## src/rtl/mdu_iter_pkg.sv

```systemverilog
// Shared opcode and FSM encodings for the iterative multiply/divide unit.
package mdu_iter_pkg;

    localparam int unsigned OP_W = 3;

    localparam logic [OP_W-1:0] MD_MULT  = 3'd0;
    localparam logic [OP_W-1:0] MD_MULTU = 3'd1;
    localparam logic [OP_W-1:0] MD_DIV   = 3'd2;
    localparam logic [OP_W-1:0] MD_DIVU  = 3'd3;
    localparam logic [OP_W-1:0] MD_MTHI  = 3'd4;
    localparam logic [OP_W-1:0] MD_MTLO  = 3'd5;

    typedef enum logic [1:0] {
        ST_IDLE = 2'd0,
        ST_MUL  = 2'd1,
        ST_DIV  = 2'd2,
        ST_FIX  = 2'd3
    } mdu_state_e;

endpackage

```

## src/rtl/mdu_iter_div_core.sv

```systemverilog
// Radix-2 restoring divider: one quotient bit per cycle, WIDTH cycles starting on the start edge.
module mdu_iter_div_core #(
    parameter int unsigned WIDTH = 32
) (
    input  logic             clk,
    input  logic             reset_n,
    input  logic             start,
    input  logic             flush,
    input  logic [WIDTH-1:0] dividend,
    input  logic [WIDTH-1:0] divisor,
    output logic [WIDTH-1:0] quot,
    output logic [WIDTH-1:0] rem,
    output logic             done
);

    localparam int unsigned CW = $clog2(WIDTH);

    logic [WIDTH-1:0] dsr;
    logic [CW-1:0]    cnt;
    logic             running;

    logic [WIDTH-1:0] r_src;
    logic [WIDTH-1:0] q_src;
    logic [WIDTH-1:0] d_src;
    logic [WIDTH:0]   shifted;
    logic [WIDTH:0]   trial;

    // The start edge performs the first iteration directly from the input operands.
    always_comb begin
        r_src   = start ? '0 : rem;
        q_src   = start ? dividend : quot;
        d_src   = start ? divisor : dsr;
        shifted = {r_src, q_src[WIDTH-1]};
        trial   = shifted - {1'b0, d_src};
    end

    always_ff @(posedge clk or negedge reset_n) begin
        if (!reset_n) begin
            dsr     <= '0;
            cnt     <= '0;
            running <= 1'b0;
            done    <= 1'b0;
            quot    <= '0;
            rem     <= '0;
        end else if (flush) begin
            running <= 1'b0;
            done    <= 1'b0;
        end else if (start || running) begin
            quot <= {q_src[WIDTH-2:0], ~trial[WIDTH]};
            rem  <= trial[WIDTH] ? shifted[WIDTH-1:0] : trial[WIDTH-1:0];
            if (start) begin
                dsr     <= divisor;
                cnt     <= CW'(1);
                running <= 1'b1;
                done    <= 1'b0;
            end else if (cnt == CW'(WIDTH - 1)) begin
                running <= 1'b0;
                done    <= 1'b1;
            end else begin
                cnt <= cnt + CW'(1);
            end
        end else begin
            done <= 1'b0;
        end
    end

endmodule

```

## src/rtl/mdu_iter.sv

```systemverilog
// Multi-cycle multiply/divide unit with HI/LO registers.
// Optional MDU_CANCEL_EN adds a cancel port that flushes an in-flight operation.
module mdu_iter
    import mdu_iter_pkg::*;
#(
    parameter int unsigned WIDTH      = 32,
    parameter int unsigned MUL_CYCLES = 5
) (
    input  logic             clk,
    input  logic             reset_n,
    input  logic             md_start,
    input  logic [2:0]       md_op,
    input  logic [WIDTH-1:0] src_a,
    input  logic [WIDTH-1:0] src_b,
`ifdef MDU_CANCEL_EN
    input  logic             cancel,
`endif
    output logic             busy,
    output logic             done,
    output logic [WIDTH-1:0] hi,
    output logic [WIDTH-1:0] lo
);

    localparam int unsigned MCW = (MUL_CYCLES > 1) ? $clog2(MUL_CYCLES) : 1;
    localparam int unsigned PW  = 2 * WIDTH;

    mdu_state_e       state;
    logic [MCW-1:0]   mul_cnt;
    logic [WIDTH-1:0] opa;
    logic [WIDTH-1:0] opb;
    logic             is_signed;

    logic             abort_c;
    logic             div_start_c;
    logic             div_signed_c;
    logic [WIDTH-1:0] div_a_c;
    logic [WIDTH-1:0] div_b_c;
    logic [PW-1:0]    ext_a;
    logic [PW-1:0]    ext_b;
    logic [PW-1:0]    product;
    logic [WIDTH-1:0] div_quot;
    logic [WIDTH-1:0] div_rem;
    logic             div_done;
    logic             q_neg;
    logic             r_neg;

`ifdef MDU_CANCEL_EN
    assign abort_c = cancel & busy;
`else
    assign abort_c = 1'b0;
`endif

    // Divider operand preparation happens on the accept cycle so the core starts immediately.
    always_comb begin
        div_signed_c = (md_op == MD_DIV);
        div_start_c  = (state == ST_IDLE) && md_start && (md_op == MD_DIV || md_op == MD_DIVU);
        div_a_c      = (div_signed_c && src_a[WIDTH-1]) ? -src_a : src_a;
        div_b_c      = (div_signed_c && src_b[WIDTH-1]) ? -src_b : src_b;
        ext_a        = {{WIDTH{is_signed & opa[WIDTH-1]}}, opa};
        ext_b        = {{WIDTH{is_signed & opb[WIDTH-1]}}, opb};
        product      = ext_a * ext_b;
        q_neg        = is_signed & (opa[WIDTH-1] ^ opb[WIDTH-1]);
        r_neg        = is_signed & opa[WIDTH-1];
    end

    mdu_iter_div_core #(
        .WIDTH(WIDTH)
    ) u_div (
        .clk      (clk),
        .reset_n  (reset_n),
        .start    (div_start_c),
        .flush    (abort_c),
        .dividend (div_a_c),
        .divisor  (div_b_c),
        .quot     (div_quot),
        .rem      (div_rem),
        .done     (div_done)
    );

    always_ff @(posedge clk or negedge reset_n) begin
        if (!reset_n) begin
            state     <= ST_IDLE;
            mul_cnt   <= '0;
            opa       <= '0;
            opb       <= '0;
            is_signed <= 1'b0;
            busy      <= 1'b0;
            done      <= 1'b0;
            hi        <= '0;
            lo        <= '0;
        end else begin
            done <= 1'b0;
            if (abort_c) begin
                state <= ST_IDLE;
                busy  <= 1'b0;
            end else begin
                case (state)
                    ST_IDLE: begin
                        if (md_start) begin
                            case (md_op)
                                MD_MULT, MD_MULTU: begin
                                    opa       <= src_a;
                                    opb       <= src_b;
                                    is_signed <= (md_op == MD_MULT);
                                    mul_cnt   <= '0;
                                    busy      <= 1'b1;
                                    state     <= ST_MUL;
                                end
                                MD_DIV, MD_DIVU: begin
                                    opa       <= src_a;
                                    opb       <= src_b;
                                    is_signed <= div_signed_c;
                                    busy      <= 1'b1;
                                    state     <= ST_DIV;
                                end
                                MD_MTHI: hi <= src_a;
                                MD_MTLO: lo <= src_a;
                                default: ;
                            endcase
                        end
                    end
                    ST_MUL: begin
                        if (mul_cnt == MCW'(MUL_CYCLES - 1)) begin
                            {hi, lo} <= product;
                            done     <= 1'b1;
                            busy     <= 1'b0;
                            state    <= ST_IDLE;
                        end else begin
                            mul_cnt <= mul_cnt + MCW'(1);
                        end
                    end
                    ST_DIV: begin
                        if (div_done) begin
                            state <= ST_FIX;
                        end
                    end
                    ST_FIX: begin
                        // Divide by zero reports the raw dividend; otherwise apply result signs.
                        if (opb == '0) begin
                            hi <= opa;
                            lo <= '1;
                        end else begin
                            hi <= r_neg ? -div_rem : div_rem;
                            lo <= q_neg ? -div_quot : div_quot;
                        end
                        done  <= 1'b1;
                        busy  <= 1'b0;
                        state <= ST_IDLE;
                    end
                    default: state <= ST_IDLE;
                endcase
            end
        end
    end

endmodule

```

## config.mk

```make
export PLATFORM = sky130hd
export DESIGN_NAME = mdu_iter
export DESIGN_NICKNAME = d
export VERILOG_FILES = /design/src/rtl/mdu_iter_pkg.sv /design/src/rtl/mdu_iter_div_core.sv /design/src/rtl/mdu_iter.sv
export SDC_FILE = /design/constraint.sdc
export NUM_CORES = 2
export LEC_CHECK = 0
export CORE_MARGIN = 8
export CORE_UTILIZATION = 65
export DETAILED_ROUTE_END_ITERATION = 10
export GPL_ROUTABILITY_DRIVEN = 1
export PLACE_DENSITY = 0.83
export SKIP_LAST_GASP = 1
export SLEW_MARGIN = 10
export SYNTH_ARGS = -nofsm -noshare
export SYNTH_HDL_FRONTEND = slang
export SYNTH_SLANG_ARGS = --single-unit
export TNS_END_PERCENT = 20
```

## constraint.sdc

```tcl
create_clock -name clk -period 9.8 [get_ports clk]
set_input_delay 1.96 -clock clk [delete_from_list [all_inputs] [get_ports clk]]
set_output_delay 1.96 -clock clk [all_outputs]
set_load 0.005 [all_outputs]
```

Yosys cells after proc, flatten, opt, wreduce, memory -nomap -nowiden
Cells that the tools add are included.
{"block": "totals", "reg_bits": 239, "input_bits": 70, "output_inout_bits": 66, "wordCells": 115}
{"block": "classes", "addsub": 7, "multipliers": 1, "n_eq_ne": 21, "n_mux": 41, "n_bitwise": 5, "n_reduce_logical": 25}
{"operator": "$mux 32", "n": 16}
{"operator": "$pmux 32 s3", "n": 2}
{"operator": "$neg 32->32", "n": 4}
{"operator": "$mul 33x33->64", "n": 1}
{"operator": "$sub 33x32->33", "n": 1}
{"operator": "$logic_not 32->1", "n": 1}
{"operator": "$reduce_and 4->1", "n": 5}
{"operator": "$mux 5", "n": 2}
{"operator": "$ne 2x1->1 const B", "n": 5}
{"operator": "$eq 3x3->1 const B", "n": 3}
{"operator": "$mux 1", "n": 9}
{"operator": "$mux 3", "n": 3}
{"operator": "$ne 2x2->1 const B", "n": 4}
{"operator": "$pmux 2 s4", "n": 1}
{"operator": "$eq 3x2->1 const B", "n": 2}
{"operator": "$mux 2", "n": 3}
{"operator": "$pmux 3 s2", "n": 1}
{"operator": "$reduce_and 3->1", "n": 2}
{"operator": "$reduce_bool 2->1", "n": 3}
{"operator": "$add 5x1->5 const B", "n": 1}
{"operator": "$eq 5x5->1 const B", "n": 1}
{"operator": "$eq 2x2->1 const B", "n": 2}
{"operator": "$logic_and 1x1->1", "n": 4}
{"operator": "$pmux 1 s2", "n": 2}
{"operator": "other kinds (17)", "n": 22}

Logic depth before layout (Yosys ltp)
{"block": "depth", "depth_word": 6, "ltp_mapped": 32, "mapped_depth_nobuf": 28}

Hierarchy
A second synthesis with hierarchy kept.
{"block": "hier_totals", "cells_unflattened": 6167, "hier_area_um2": 54038.1}
{"module": "mdu_iter", "n_inst": 1, "cells_per_inst": 5394, "area_each_um2": 47156.5, "seq_area_each_um2": 3403.3}
{"module": "mdu_iter_div_core", "n_inst": 1, "cells_per_inst": 773, "area_each_um2": 6881.6, "seq_area_each_um2": 2577.5}

Worst setup path after synthesis
OpenSTA, ideal clock, no wires.
{"block": "synth_timing", "path_kind": "register to register", "startpoint": "reg opa[31]", "endpoint": "reg hi[27]", "setup_time_ns": 0.082, "arrival_time_ns": 8.548, "required_ns": 9.718, "slack_ns": 1.171, "stages_incl_launch_ff": 31, "path_buffers": 4, "period_less_slack_ns": 8.629, "path_cell_list": "dfrtp_1 clkbuf_1 and2_1 clkbuf_1 clkbuf_1 clkbuf_1 nand2_1 inv_1 fa_1 inv_1 fa_1 inv_1 fa_1 fa_1 inv_1 fa_1 inv_1 fa_1 inv_1 fa_1 fa_1 inv_1 ha_1 and3_1 a311oi_1 and3_1 a211oi_1 o41ai_1 nand4_1 o21a_1 a31oi_1"}
{"block": "synth_between", "elab_chain_len": 4, "elab_cells_between_ends": 6, "classes_between": "mul: 1; mux: 4; bitwise: 1"}
{"item": "start: declaration", "line": "mdu_iter.sv:29", "rtl": "logic [WIDTH-1:0] opa;"}
{"item": "start signal: assignment", "line": "mdu_iter.sv:102", "rtl": "opa <= src_a;"}
{"item": "start signal: assignment", "line": "mdu_iter.sv:110", "rtl": "opa <= src_a;"}
{"item": "$and 1x1->1", "line": "mdu_iter.sv:59, mdu_iter.sv:63"}
{"item": "$mul 33x33->64 / $mux 32 (equally long branches)", "line": "mdu_iter.sv:61, mdu_iter.sv:143"}
{"item": "$mux 32, on equally long branches", "line": "mdu_iter.sv:123, mdu_iter.sv:139"}
{"item": "$pmux 32 s3 *", "line": "mdu_iter.sv:97", "rtl": "case (state)"}
{"item": "end signal: assignment", "line": "mdu_iter.sv:116", "rtl": "MD_MTHI: hi <= src_a;"}
{"item": "end signal: assignment", "line": "mdu_iter.sv:124", "rtl": "{hi, lo} <= product;"}
{"item": "end signal: assignment", "line": "mdu_iter.sv:140", "rtl": "hi <= opa;"}
{"item": "end: declaration", "line": "mdu_iter.sv:20", "rtl": "output logic [WIDTH-1:0] hi,"}
Every way passes the cells marked *; elsewhere a longest branch is shown, timed or not. The select of a mux whose other input is x is not followed.
A chain may end at the register's enable or synchronous reset.

Final worst setup path
{"block": "layout_timing", "startpoint": "reg opb[6]", "endpoint": "reg hi[27]"}
{"block": "layout_between", "elab_chain_len": 3, "elab_cells_between_ends": 5, "classes_between": "mul: 1; mux: 3; reduce/logical: 1"}
{"item": "start: declaration", "line": "mdu_iter.sv:30", "rtl": "logic [WIDTH-1:0] opb;"}
{"item": "start signal: assignment", "line": "mdu_iter.sv:103", "rtl": "opb <= src_b;"}
{"item": "start signal: assignment", "line": "mdu_iter.sv:111", "rtl": "opb <= src_b;"}
{"item": "$mul 33x33->64 / $logic_not 32->1 (equally long branches)", "line": "mdu_iter.sv:61, mdu_iter.sv:139"}
{"item": "$mux 32, on equally long branches", "line": "mdu_iter.sv:123, mdu_iter.sv:139"}
{"item": "$pmux 32 s3 *", "line": "mdu_iter.sv:97"}
Marks and branches as above.

==> metrics <==
status=finished clean; Final min period=slightly above 9000 ps; clk sinks=239; RSZ-0062 raised after global routing=false; Startpoint Class=flop; Congestion Overflow GR=0; Max Fclk=approximately 110 MHz; Post-Syn Area=53,500 sq um; final period utilization=just over 90%; Routed Antenna Nets=0; I/O Buffers=roughly 140; worst-path maximum fanout=35; DPL Wire Length=roughly 130 mm; post-CTS setup buffers=0; Total Neg Setup Slack=0 ps; count of final setup violators=0; final slew viol count=0; adder-cell share of the synthesized area=between 40 and 50%; EDFF count, synth=0; Distinct cells, synth=between 70 and 80; Crit path required time=10,270 ps; Post-DP Area=between 50,000 and 60,000 sq um; hold_buf cts=0; std cell rows=105; Top FF cell, synth=dfrtp_1; synth cell count leaders=1,197 x inv_1, 1,131 x nand2_1, 1,126 x fa_1; Syn. warnings=0; fin nets=7,492; vias in the first global route=~47,000; Fin. Hold Viols=0; final routed DRC violation total=0; Ports=about 140; top post-synthesis cells by area=fa_1 42%, dfrtp_1 11%, inv_1 8.4%; max cap viols=0; later-pin clock latency in the skew report=between 500 and 600 ps; largest family of logic cells by synthesized area=adder cells; CP Class=reg -> reg; Num CTS Buffers=28; Final WS setup=between 600 and 700 ps; via count=about 43,000; first-pass GRT wire length=253 mm; slew margin rel.=between 15 and 20%; simple-gate portion of the synthesized area=16.7%; biggest area consumer among synthesized cells=fa_1; XOR/XNOR Fraction of Synth Area=~3.5%; Reg clk slew, reported paths=~70 ps; RePlAce Congestion=around 1.0; Worst EP arrival=approximately 9600 ps; design area=around 57,000 sq um; asr flop ratio synth=between 90% and 100%; die area=slightly above 90,000 sq um; CTS tree=yes; most frequent cell after synthesis=inv_1; share of layout cells above drive strength 1=under 10%; clk_skew=around 18 ps; dpl ws=between 800 and 900 ps; Layout area overhead=5.80%; largest net degree at the start of global routing=between 100 and 150; CTS root buf=clkbuf_16; Clock Path Buffers=3; syn nets=7,601; hold_ws=around 470 ps; wire length per cell=about 22 um; Seq cells post-synth=239; sequential share of the synthesized area=around 11%; Die Y=a little over 300 um; Iter 0 DRT Violations=between 3,000 and 4,000; Worst Max-Slew Pin Slew=1250 ps; Starting Density=65.4%; HP Class=reg -> reg; Avg Inst Size Synth=8.70 sq um; number of iterations in the first detailed-routing pass=6; Synth Instances=a little over 6,000; Setup crit end kind=flop; Post-Route WL=roughly 160 mm; vias per cell=6.07; complex-gate fraction of the synthesized area=between 8 and 9%; GRT Util Overall=a little over a third; H-tree Lvls=1; mux cell area share after synthesis=under 10%; antenna violations before repair=8; die width=~300 um; post_cts resized=0; top cell type's share of synthesized area=42.1%; Core Area=about 80,000 sq um
## sequential cells by signal, summed over array words and instances (netlist names), 3 cells and up
name	count
mul_cnt	3
opa	32
lo	32
u_div.dsr	32
opb	32
u_div.cnt	5
hi	32
u_div.quot	32
u_div.rem	32
## path summary, 6_finish.rpt
kind                                 end          start  slack, ps  cells after the start
setup / recovery                  hi[27]         opb[6]        690                     25
hold reg to reg            u_div.dsr[25]  u_div.dsr[25]        470                      2
max in group asynchronous        opa[28]        reset_n       6640                      2
hold / removal             u_div.dsr[25]  u_div.dsr[25]        470                      2
min in group asynchronous  u_div.dsr[23]        reset_n       1540                      1
setup reg to reg                  hi[27]         opb[6]        690                     25
## per-layer routing
metal  up-vias  routed length [um]  GRT usage, %
met5         -                  68             0
met4        10               10100          18.3
met3       629               16500          7.47
met2      2516               75300          58.1
met1     21800               56500          44.3
li1      18400                   -             -
## through the flow
| step | instances | utilization, % |
|---|---|---|
| 4_1_cts | 7135 | 69.2 |
| 3_3_place_gp | 7083 | 68.0 |
| 3_5_place_dp | 7083 | 68.0 |
| 2_1_floorplan | 6152 | - |
| 6_report | 7136 | 69.2 |
| 5_1_grt | 7135 | 69.2 |
## critical path: stages (launching register included)
cell and delay, ps:
dfrtp_2 950, nand2_1 280, inv_1 160, fa_1 390, inv_1 230, fa_1 510
inv_1 210, fa_1 490, fa_1 870, inv_1 340, fa_1 560, inv_1 60
fa_1 540, inv_1 50, fa_1 460, fa_1 500, inv_1 40, ha_1 350
and3_1 250, a311oi_1 340, and3_1 240, a211oi_1 130, o41ai_1 580, nand4_1 190
o21a_1 140, a31oi_1 170
## layout make-up
class	count	area, sq um
Sequential cell	239	5990
Fill cell	6374	25200
Clock buffer	44	832
Inverter	1197	4490
Tap cell	1070	1340
Clock inverter	8	118
Antenna cell	1	2.50
Multi-Input combinational cell	4331	41600
Timing Repair Buffer	246	2230
## cells by family (layout without fill, tap and decap cells)
family          Yosys count  in the layout
compound gates          736            736
other cells               0              1
simple gates           1948           1948
xor+xnor                212            212
mux                      56             56
buf+inv                1582           1495
flops                   239            239
fa+ha+maj              1379           1379
## placed cells by master, fill, tap and decap left out, types with 23 or more instances in the layout
master	netlist	layout
fa_1	1126	1126
o21a_1	24	24
and2_1	382	381
a21o_1	52	51
and3_1	33	33
o21ai_0	247	247
nor3_1	34	34
nor2_1	176	172
xnor2_1	127	127
clkbuf_16	0	29
clkdlybuf4s50_1	0	134
nand4_1	25	25
a21oi_1	199	198
nor4_1	28	28
buf_4	1	108
mux2i_1	52	52
ha_1	253	253
nand3_1	31	31
nor2b_1	29	29
o211ai_1	23	23
a31oi_1	24	24
xor2_1	85	85
inv_1	1197	1197
dfrtp_1	239	233
nand2_1	1131	1129
Power is left out: the tool's default activity adds up to more than one toggle a clock period on the data nets, which glitch-free logic cannot reach.
